--- config.mk ---
export PLATFORM = sky130hd
export DESIGN_NAME = f51m_sched
export DESIGN_NICKNAME = d
export VERILOG_FILES = /design/src/rtl/f51m_sched.sv
export SDC_FILE = /design/constraint.sdc
export NUM_CORES = 1
export LEC_CHECK = 0
export BUFFER_PORTS_ARGS = -buffer_cell sky130_fd_sc_hd__buf_4
export CAP_MARGIN = 40
export CORE_ASPECT_RATIO = 0.75
export CORE_MARGIN = 4
export CORE_UTILIZATION = 48
export DETAILED_ROUTE_END_ITERATION = 7
export PLACE_DENSITY = 0.84
export SLEW_MARGIN = 20
export SYNTH_ARGS = -nofsm -noshare
export SYNTH_HDL_FRONTEND = slang
export SYNTH_SLANG_ARGS = --single-unit
export TNS_END_PERCENT = 30
--- constraint.sdc ---
create_clock -name clk -period 5.84 [get_ports clk]
set_input_delay 1.168 -clock clk [delete_from_list [all_inputs] [get_ports clk]]
set_output_delay 1.168 -clock clk [all_outputs]
set_load 0.01 [all_outputs]
--- src/rtl/f51m_sched.sv ---
// ---------------------------------------------------------------------------
// f51m_sched
//   Two-requester scheduler for one shared combinational 8-in/8-out function
//   unit. One operation is in flight at a time: a request is accepted in
//   IDLE, the operand is held on fu_in for FU_LAT cycles (EXEC), and fu_out
//   is captured on the last EXEC cycle. The result is then offered to the
//   owning requester (RESP) until it is consumed. Grants are round-robin and
//   a per-requester count of completed responses is kept.
//
// Parameters
//   FU_LAT      : 1..7, settle time of the shared unit in cycles
//
// Ports
//   clk         : clock, all state on rising edge
//   rst         : synchronous active-high reset
//   reqN_valid  : request valid            (N = 0,1)
//   reqN_data   : request operand, 8 bit
//   reqN_ready  : request accepted when valid & ready
//   rspN_valid  : response valid
//   rspN_data   : response result, 8 bit
//   rspN_ready  : response consumed when valid & ready
//   fu_in       : operand to the shared unit
//   fu_out      : result from the shared unit
//   busy        : high whenever not IDLE
//   opsN_cnt    : completed-response count, wraps at 256
// ---------------------------------------------------------------------------
module f51m_sched #(
  parameter int unsigned FU_LAT = 1
) (
  input  logic       clk,
  input  logic       rst,
  input  logic       req0_valid,
  input  logic       req1_valid,
  input  logic [7:0] req0_data,
  input  logic [7:0] req1_data,
  output logic       req0_ready,
  output logic       req1_ready,
  output logic       rsp0_valid,
  output logic       rsp1_valid,
  output logic [7:0] rsp0_data,
  output logic [7:0] rsp1_data,
  input  logic       rsp0_ready,
  input  logic       rsp1_ready,
  output logic [7:0] fu_in,
  input  logic [7:0] fu_out,
  output logic       busy,
  output logic [7:0] ops0_cnt,
  output logic [7:0] ops1_cnt
);

  typedef enum logic [1:0] {
    IDLE = 2'd0,
    EXEC = 2'd1,
    RESP = 2'd2
  } state_t;

  localparam logic [2:0] LAT3 = 3'(FU_LAT);

  state_t     r_state;
  state_t     w_next;
  logic [7:0] r_op;
  logic [7:0] r_res;
  logic       r_owner;
  logic       r_last;
  logic [2:0] r_cnt;
  logic [7:0] r_ops0;
  logic [7:0] r_ops1;
  logic       r_rst_q;

  logic       w_quiet;
  logic       w_gnt0;
  logic       w_gnt1;
  logic       w_rdy0;
  logic       w_rdy1;
  logic       w_acc0;
  logic       w_acc1;
  logic       w_acc;
  logic       w_last_exec;
  logic       w_rsp_hs;

  // Outputs are forced to zero while reset is asserted and for one cycle
  // after it, so no request can be accepted in the post-reset cycle.
  assign w_quiet = rst | r_rst_q;

  // Round-robin grant: a tie goes to the requester not granted last time.
  always_comb begin
    w_gnt0 = 1'b0;
    w_gnt1 = 1'b0;
    if (req0_valid && req1_valid) begin
      w_gnt0 = r_last;
      w_gnt1 = ~r_last;
    end else if (req0_valid) begin
      w_gnt0 = 1'b1;
    end else if (req1_valid) begin
      w_gnt1 = 1'b1;
    end
  end

  assign w_rdy0      = (r_state == IDLE) && !w_quiet && w_gnt0;
  assign w_rdy1      = (r_state == IDLE) && !w_quiet && w_gnt1;
  assign w_acc0      = w_rdy0 && req0_valid;
  assign w_acc1      = w_rdy1 && req1_valid;
  assign w_acc       = w_acc0 || w_acc1;
  assign w_last_exec = (r_state == EXEC) && (r_cnt == 3'd1);
  assign w_rsp_hs    = (r_state == RESP) && !w_quiet &&
                       (r_owner ? rsp1_ready : rsp0_ready);

  // Next-state logic
  always_comb begin
    w_next = r_state;
    case (r_state)
      IDLE:    if (w_acc)       w_next = EXEC;
      EXEC:    if (w_last_exec) w_next = RESP;
      RESP:    if (w_rsp_hs)    w_next = IDLE;
      default:                  w_next = IDLE;
    endcase
  end

  // State register
  always_ff @(posedge clk) begin
    if (rst) begin
      r_state <= IDLE;
    end else begin
      r_state <= w_next;
    end
  end

  // Datapath and bookkeeping registers
  always_ff @(posedge clk) begin
    if (rst) begin
      r_op    <= '0;
      r_res   <= '0;
      r_owner <= 1'b0;
      r_last  <= 1'b1;
      r_cnt   <= '0;
      r_ops0  <= '0;
      r_ops1  <= '0;
      r_rst_q <= 1'b1;
    end else begin
      r_rst_q <= 1'b0;
      if (w_acc) begin
        r_op    <= w_acc1 ? req1_data : req0_data;
        r_owner <= w_acc1;
        r_cnt   <= LAT3;
      end
      if (r_state == EXEC) begin
        r_cnt <= r_cnt - 3'd1;
        if (w_last_exec) begin
          r_res <= fu_out;
        end
      end
      if (w_rsp_hs) begin
        r_last <= r_owner;
        if (r_owner) begin
          r_ops1 <= r_ops1 + 8'd1;
        end else begin
          r_ops0 <= r_ops0 + 8'd1;
        end
      end
    end
  end

  // Output drive, all gated to zero in the reset window
  always_comb begin
    req0_ready = 1'b0;
    req1_ready = 1'b0;
    rsp0_valid = 1'b0;
    rsp1_valid = 1'b0;
    rsp0_data  = '0;
    rsp1_data  = '0;
    fu_in      = '0;
    busy       = 1'b0;
    ops0_cnt   = '0;
    ops1_cnt   = '0;
    if (!w_quiet) begin
      req0_ready = w_rdy0;
      req1_ready = w_rdy1;
      fu_in      = r_op;
      busy       = (r_state != IDLE);
      ops0_cnt   = r_ops0;
      ops1_cnt   = r_ops1;
      if (r_state == RESP) begin
        if (r_owner) begin
          rsp1_valid = 1'b1;
          rsp1_data  = r_res;
        end else begin
          rsp0_valid = 1'b1;
          rsp0_data  = r_res;
        end
      end
    end
  end

endmodule

Word level (Yosys, flattened, before mapping)
Cells that the tools add are included.
{ "op_classes": {"n_addsub": 3, "n_eq_ne": 6, "muxes": 32, "n_bitwise": 3, "reduce_logical": 18} }
{ "ops": {"columns": ["cell", "n"], "rows": [
  ["$mux 8", 10],
  ["$add 8x1->8 const B", 2],
  ["$mux 1", 16],
  ["$logic_and 1x1->1", 9],
  ["$mux 2", 3],
  ["$mux 3", 2],
  ["$ne 2x2->1 const B", 3],
  ["$pmux 2 s3", 1],
  ["$reduce_and 2->1", 3],
  ["$reduce_bool 2->1", 2],
  ["$eq 3x1->1 const B", 1],
  ["$reduce_and 3->1", 1],
  ["$sub 3x1->3 const B", 1],
  ["$eq 2x1->1 const B", 1],
  ["$eq 2x2->1 const B", 1],
  ["$logic_not 2->1", 1],
  ["$not 1->1", 2],
  ["$logic_not 1->1", 1],
  ["$logic_or 1x1->1", 1],
  ["$or 1x1->1", 1]
]} }
{ "totals": {"reg_bits": 40, "inputBits": 30, "output_inout_bits": 45, "wordCells": 71} }

Longest topological paths before layout
{ "depth": {"word_depth": 8, "mapped_depth": 7, "ltp_nobuf": 6} }

Least setup slack after synthesis
OpenSTA, ideal clock, no wires.
{ "synth_timing": {"kind": "input to output", "from": "input port rst", "to": "output port rsp0_data[0]", "arrival_ps": 2403, "required_ps": 4672, "setup_slack_ps": 2269, "path_stages": 4, "path_buffers": 1, "cell_sequence": "buf_2 -> or4b_4 -> nor2_1 -> and2_1"} }
{ "synth_between": {"elab_chain_len": 2} }
{ "synth_lines": {"columns": ["element", "line", "text"], "rows": [
  ["from (decl)", "31", "input logic rst,"],
  ["$or 1x1->1", "83", "assign w_quiet = rst | r_rst_q;"],
  ["$mux 8", "175", "if (!w_quiet) begin"],
  ["to (decl)", "40", "output logic [7:0] rsp0_data,"]
]} }
No other way between the ends.

Final worst setup path
{ "layout_timing": {"from": "input port rst", "to": "output port rsp0_data[1]"} }
Same word-level chain as after synthesis.

==> impl_metrics.yaml <==
layout:
  final_cell_count_no_fill: 374
  utilization: 0.6647
  drive_gt1_frac: 0.2790
  area_delta_synth_final_pct: 32.54
  nNetsFinal: 353
  stdcell_area_sq_um: 2711
  diodes: 0
routing:
  dr.pass1.iters: 7
  drt_wl_total_microns: 4901
  vias_per_cell: 5.225
  ant_nets: 0
  routedWlPerCell_microns: 13.10
  drc: 0
  drt-initial-drc-count: 100
  vias: 1954
synthesis:
  syn_nets: 284
  synthXorXnorAreaFrac: 0.05138
  yosysSeqAreaShare: 0.3914
  ys_types: 40
  netlist_instances: 250
  ys_warn_count: 0
  async_reset_ff_frac: 0
  syn_area_sq_um: 2046
  synth_top_family_by_area: "simple AND/OR/NAND/NOR gates"
  syn_avg_cell_area_sq_um: 8.183
  synth_mux_area_frac: 0.02080
  synthSimpleGateAreaFrac: 0.3498
  synth-adder-area-share: 0.02446
  synth-compound-area-share: 0.1205
  synth_top_flop_cell: "dfxtp_1"
  ys_ff_latch: 40
  synth_edf_count: 0
critical_path:
  max_stage_delay_ns: 0.58
  slowest_stage: "or4b_4"
  critPathMaxFanout: 46
  crit_required_ns: 4.67
  path_cells: "buf_4 > or4b_4 > nor2_1 > and2_1 > buf_4"
  cp.buffers_inverters: 2
  regToRegEndpoint: "r_ops1[7]$_SDFFE_PP0P_"
  path_delay_family: "simple AND/OR/NAND/NOR gates"
  crit_start: "rst"
  path_depth: 5
  crit_top_cell: "buf_4"
  start_kind: "input port"
  critPathArrivalTime_ns: 2.80
  critPathCaptureType: "output pin"
  r2r_cells: 4
  critPathCapture: "rsp0_data[1]"
  crit_type: "in2out"
  r2r_setup_slack_ns: 3.65
  timing.rr.start: "r_state[1]$_SDFFE_PP0P_"
floorplanning:
  ios: 75
  die_w_microns: 83.38
  fp.coreArea_sq_um: 4079
  start_util: 0.5015
  die_h_microns: 64.54
  die_area_sq_um: 5381
  num_rows: 20
clock_tree:
  numCtsBuffers: 5
  numClockSinks: 40
  cts_buffer_depth: 2
  cts_tree: "yes"
  clk_pin_slew_ns: 0.07
  cts_root_buf: "clkbuf_8"
  htreeDepth: 2
  post-cts-setup-buffers: 0
  ctsHoldBuffers: 0
  clk_latency_ns: 0.29
  ctsResizeCount: 0
sta:
  fmax_mhz: 251.9
  hold_slack_ns: 0.4673
  maxSlewHeadroom: 0.4059
  setup_ws_ns: 1.870
  period_share: 0.6797
  tightest_slew_ns: 0.8874
  min_period_ns: 3.970
  rsz0062_at_grt: "false"
  setup_viol: 0
  skew_ns: 0.003523
  hold_viol: 0
  setup_tns_ns: 0
  slew_violations: 0
grt:
  track_usage: 0.1868
  grt_max_degree: 47
  grt_pass1_vias: 1850
  antenna_found_initial: 0
  grt_pass1_wl_microns: 8286
  grt.overflow.total: 0
placement:
  placed_cell_area_sq_um: 2610
  port_buffers: 74
  hpwl_microns: 3531
  gp_congestion: 0.7729
  dpl_worst_slack_ns: 1.883
  placedCellCount: 366
pwr:
  p_sw_frac: 0.2422
  p_switching_mw: 0.1350
  p_leak_nw: 1.198
  p_int_mw: 0.4223
  ir_worst_vdd_v: 0.0001156
  p_per_area_nw_per_um2: 205.6
  power.share.clock: 0.351
  comb_power_share: 0.122
  seqPwrFrac: 0.526
  power_mw: 0.5574
min_path:
  holdCritPathClass: "reg2reg"
status:
  status: "finished, final reports clean"
run:
  maxCapViolations: 0
-- cells by family (layout without fill, tap and decap cells) --
family                     after synthesis  in the layout
adders and majority gates                4              4
muxes                                    4              4
and+or+nand+nor                        130            130
AOI/OAI and AO/OA                       41             41
buffers and inverters                   19             88
DFF                                     40             40
xor gates and xnor gates                12             12
-- final cells by class --
class                   instances  area [sq um]
repair buffers                 75         560.5
flip-flops and latches         40         800.8
fillers                       342          1368
inverters                       6         22.52
multi-input cells             191          1162
well taps                      55         68.82
clock buffers                   7         96.34
-- synth_stat cells (2+ instances only) --
cell,instances,area [sq um]
nor2_1,28,105.1
ha_1,4,50.05
o22ai_1,8,50.05
nor3_1,3,15.01
mux2_2,2,22.52
buf_1,2,7.510
o21ai_0,4,20.02
nand3b_1,2,15.01
a21oi_1,16,80.08
nand4_1,4,25.02
and2_1,35,219.0
buf_2,2,10.01
dfxtp_1,40,800.8
nor2b_1,3,18.77
nand3_1,5,25.02
xnor2_1,3,26.28
and4_1,2,17.52
xor2_1,9,78.83
a211oi_1,9,67.56
mux2i_1,2,20.02
and3_1,12,75.07
nand2_1,26,97.59
clkbuf_1,7,26.28
inv_1,6,22.52
-- worst min path at each step --
stage	start	end	slack (ns)	depth (start not counted)
final	r_res[1]$_SDFFE_PP0P_	r_res[1]$_SDFFE_PP0P_	0.47	2
after CTS	r_res[1]$_SDFFE_PP0P_	r_res[1]$_SDFFE_PP0P_	0.47	2
after detailed placement	r_res[1]$_SDFFE_PP0P_	r_res[1]$_SDFFE_PP0P_	0.46	2
after floorplan	r_ops1[7]$_SDFFE_PP0P_	r_ops1[7]$_SDFFE_PP0P_	0.43	1
after global placement	r_res[3]$_SDFFE_PP0P_	r_res[3]$_SDFFE_PP0P_	0.45	2
after global routing	r_res[7]$_SDFFE_PP0P_	r_res[7]$_SDFFE_PP0P_	0.48	2
-- registers in the layout (all words and copies together), names as in the netlist --
name,count
r_res,8
r_state,2
r_op,8
r_ops0,8
r_last,1
r_rst_q,1
r_ops1,8
r_owner,1
r_cnt,3
-- metal layers --
layer  up-vias  part of all wire  GRT usage
li1        995                 -          -
met1       887              0.47     0.2327
met2        63              0.45     0.3070
met3         9             0.065    0.05210
met4         0             0.016    0.07551
met5         -                 0          0
-- placed cells by master, fill, tap and decap left out, types with 2 or more instances in the layout --
master	count
a211oi_1	9
xnor2_1	3
nand4_1	4
mux2i_1	2
o22ai_1	8
o21ai_0	4
nor2_1	27
dfxtp_1	40
nand2_1	26
clkbuf_8	7
and4_1	2
xor2_1	9
nand3_1	5
nor3_1	3
nand3b_1	2
nor2b_1	3
inv_1	6
and3_1	12
ha_1	4
mux2_2	2
and2_1	35
buf_4	74
a21oi_1	16
-- worst min-delay path, delay by kind of cell (launching register included) --
| family | cells | cell delay (ns) |
|---|---|---|
| DFF | 1 | 0.32 |
| and+or+nand+nor | 1 | 0.05 |
| AOI/OAI and AO/OA | 1 | 0.05 |
-- power groups by stage --
stage / registers (mW) / clock network (mW) / logic [mW]
after floorplan: 0.294 / 0 / 0.0463
after global placement: 0.299 / 0 / 0.0653
after detailed placement: 0.299 / 0 / 0.0676
after CTS: 0.293 / 0.198 / 0.0681
after global routing: 0.295 / 0.212 / 0.0768
final: 0.293 / 0.196 / 0.0681
(Power assumes the default switching activity.)
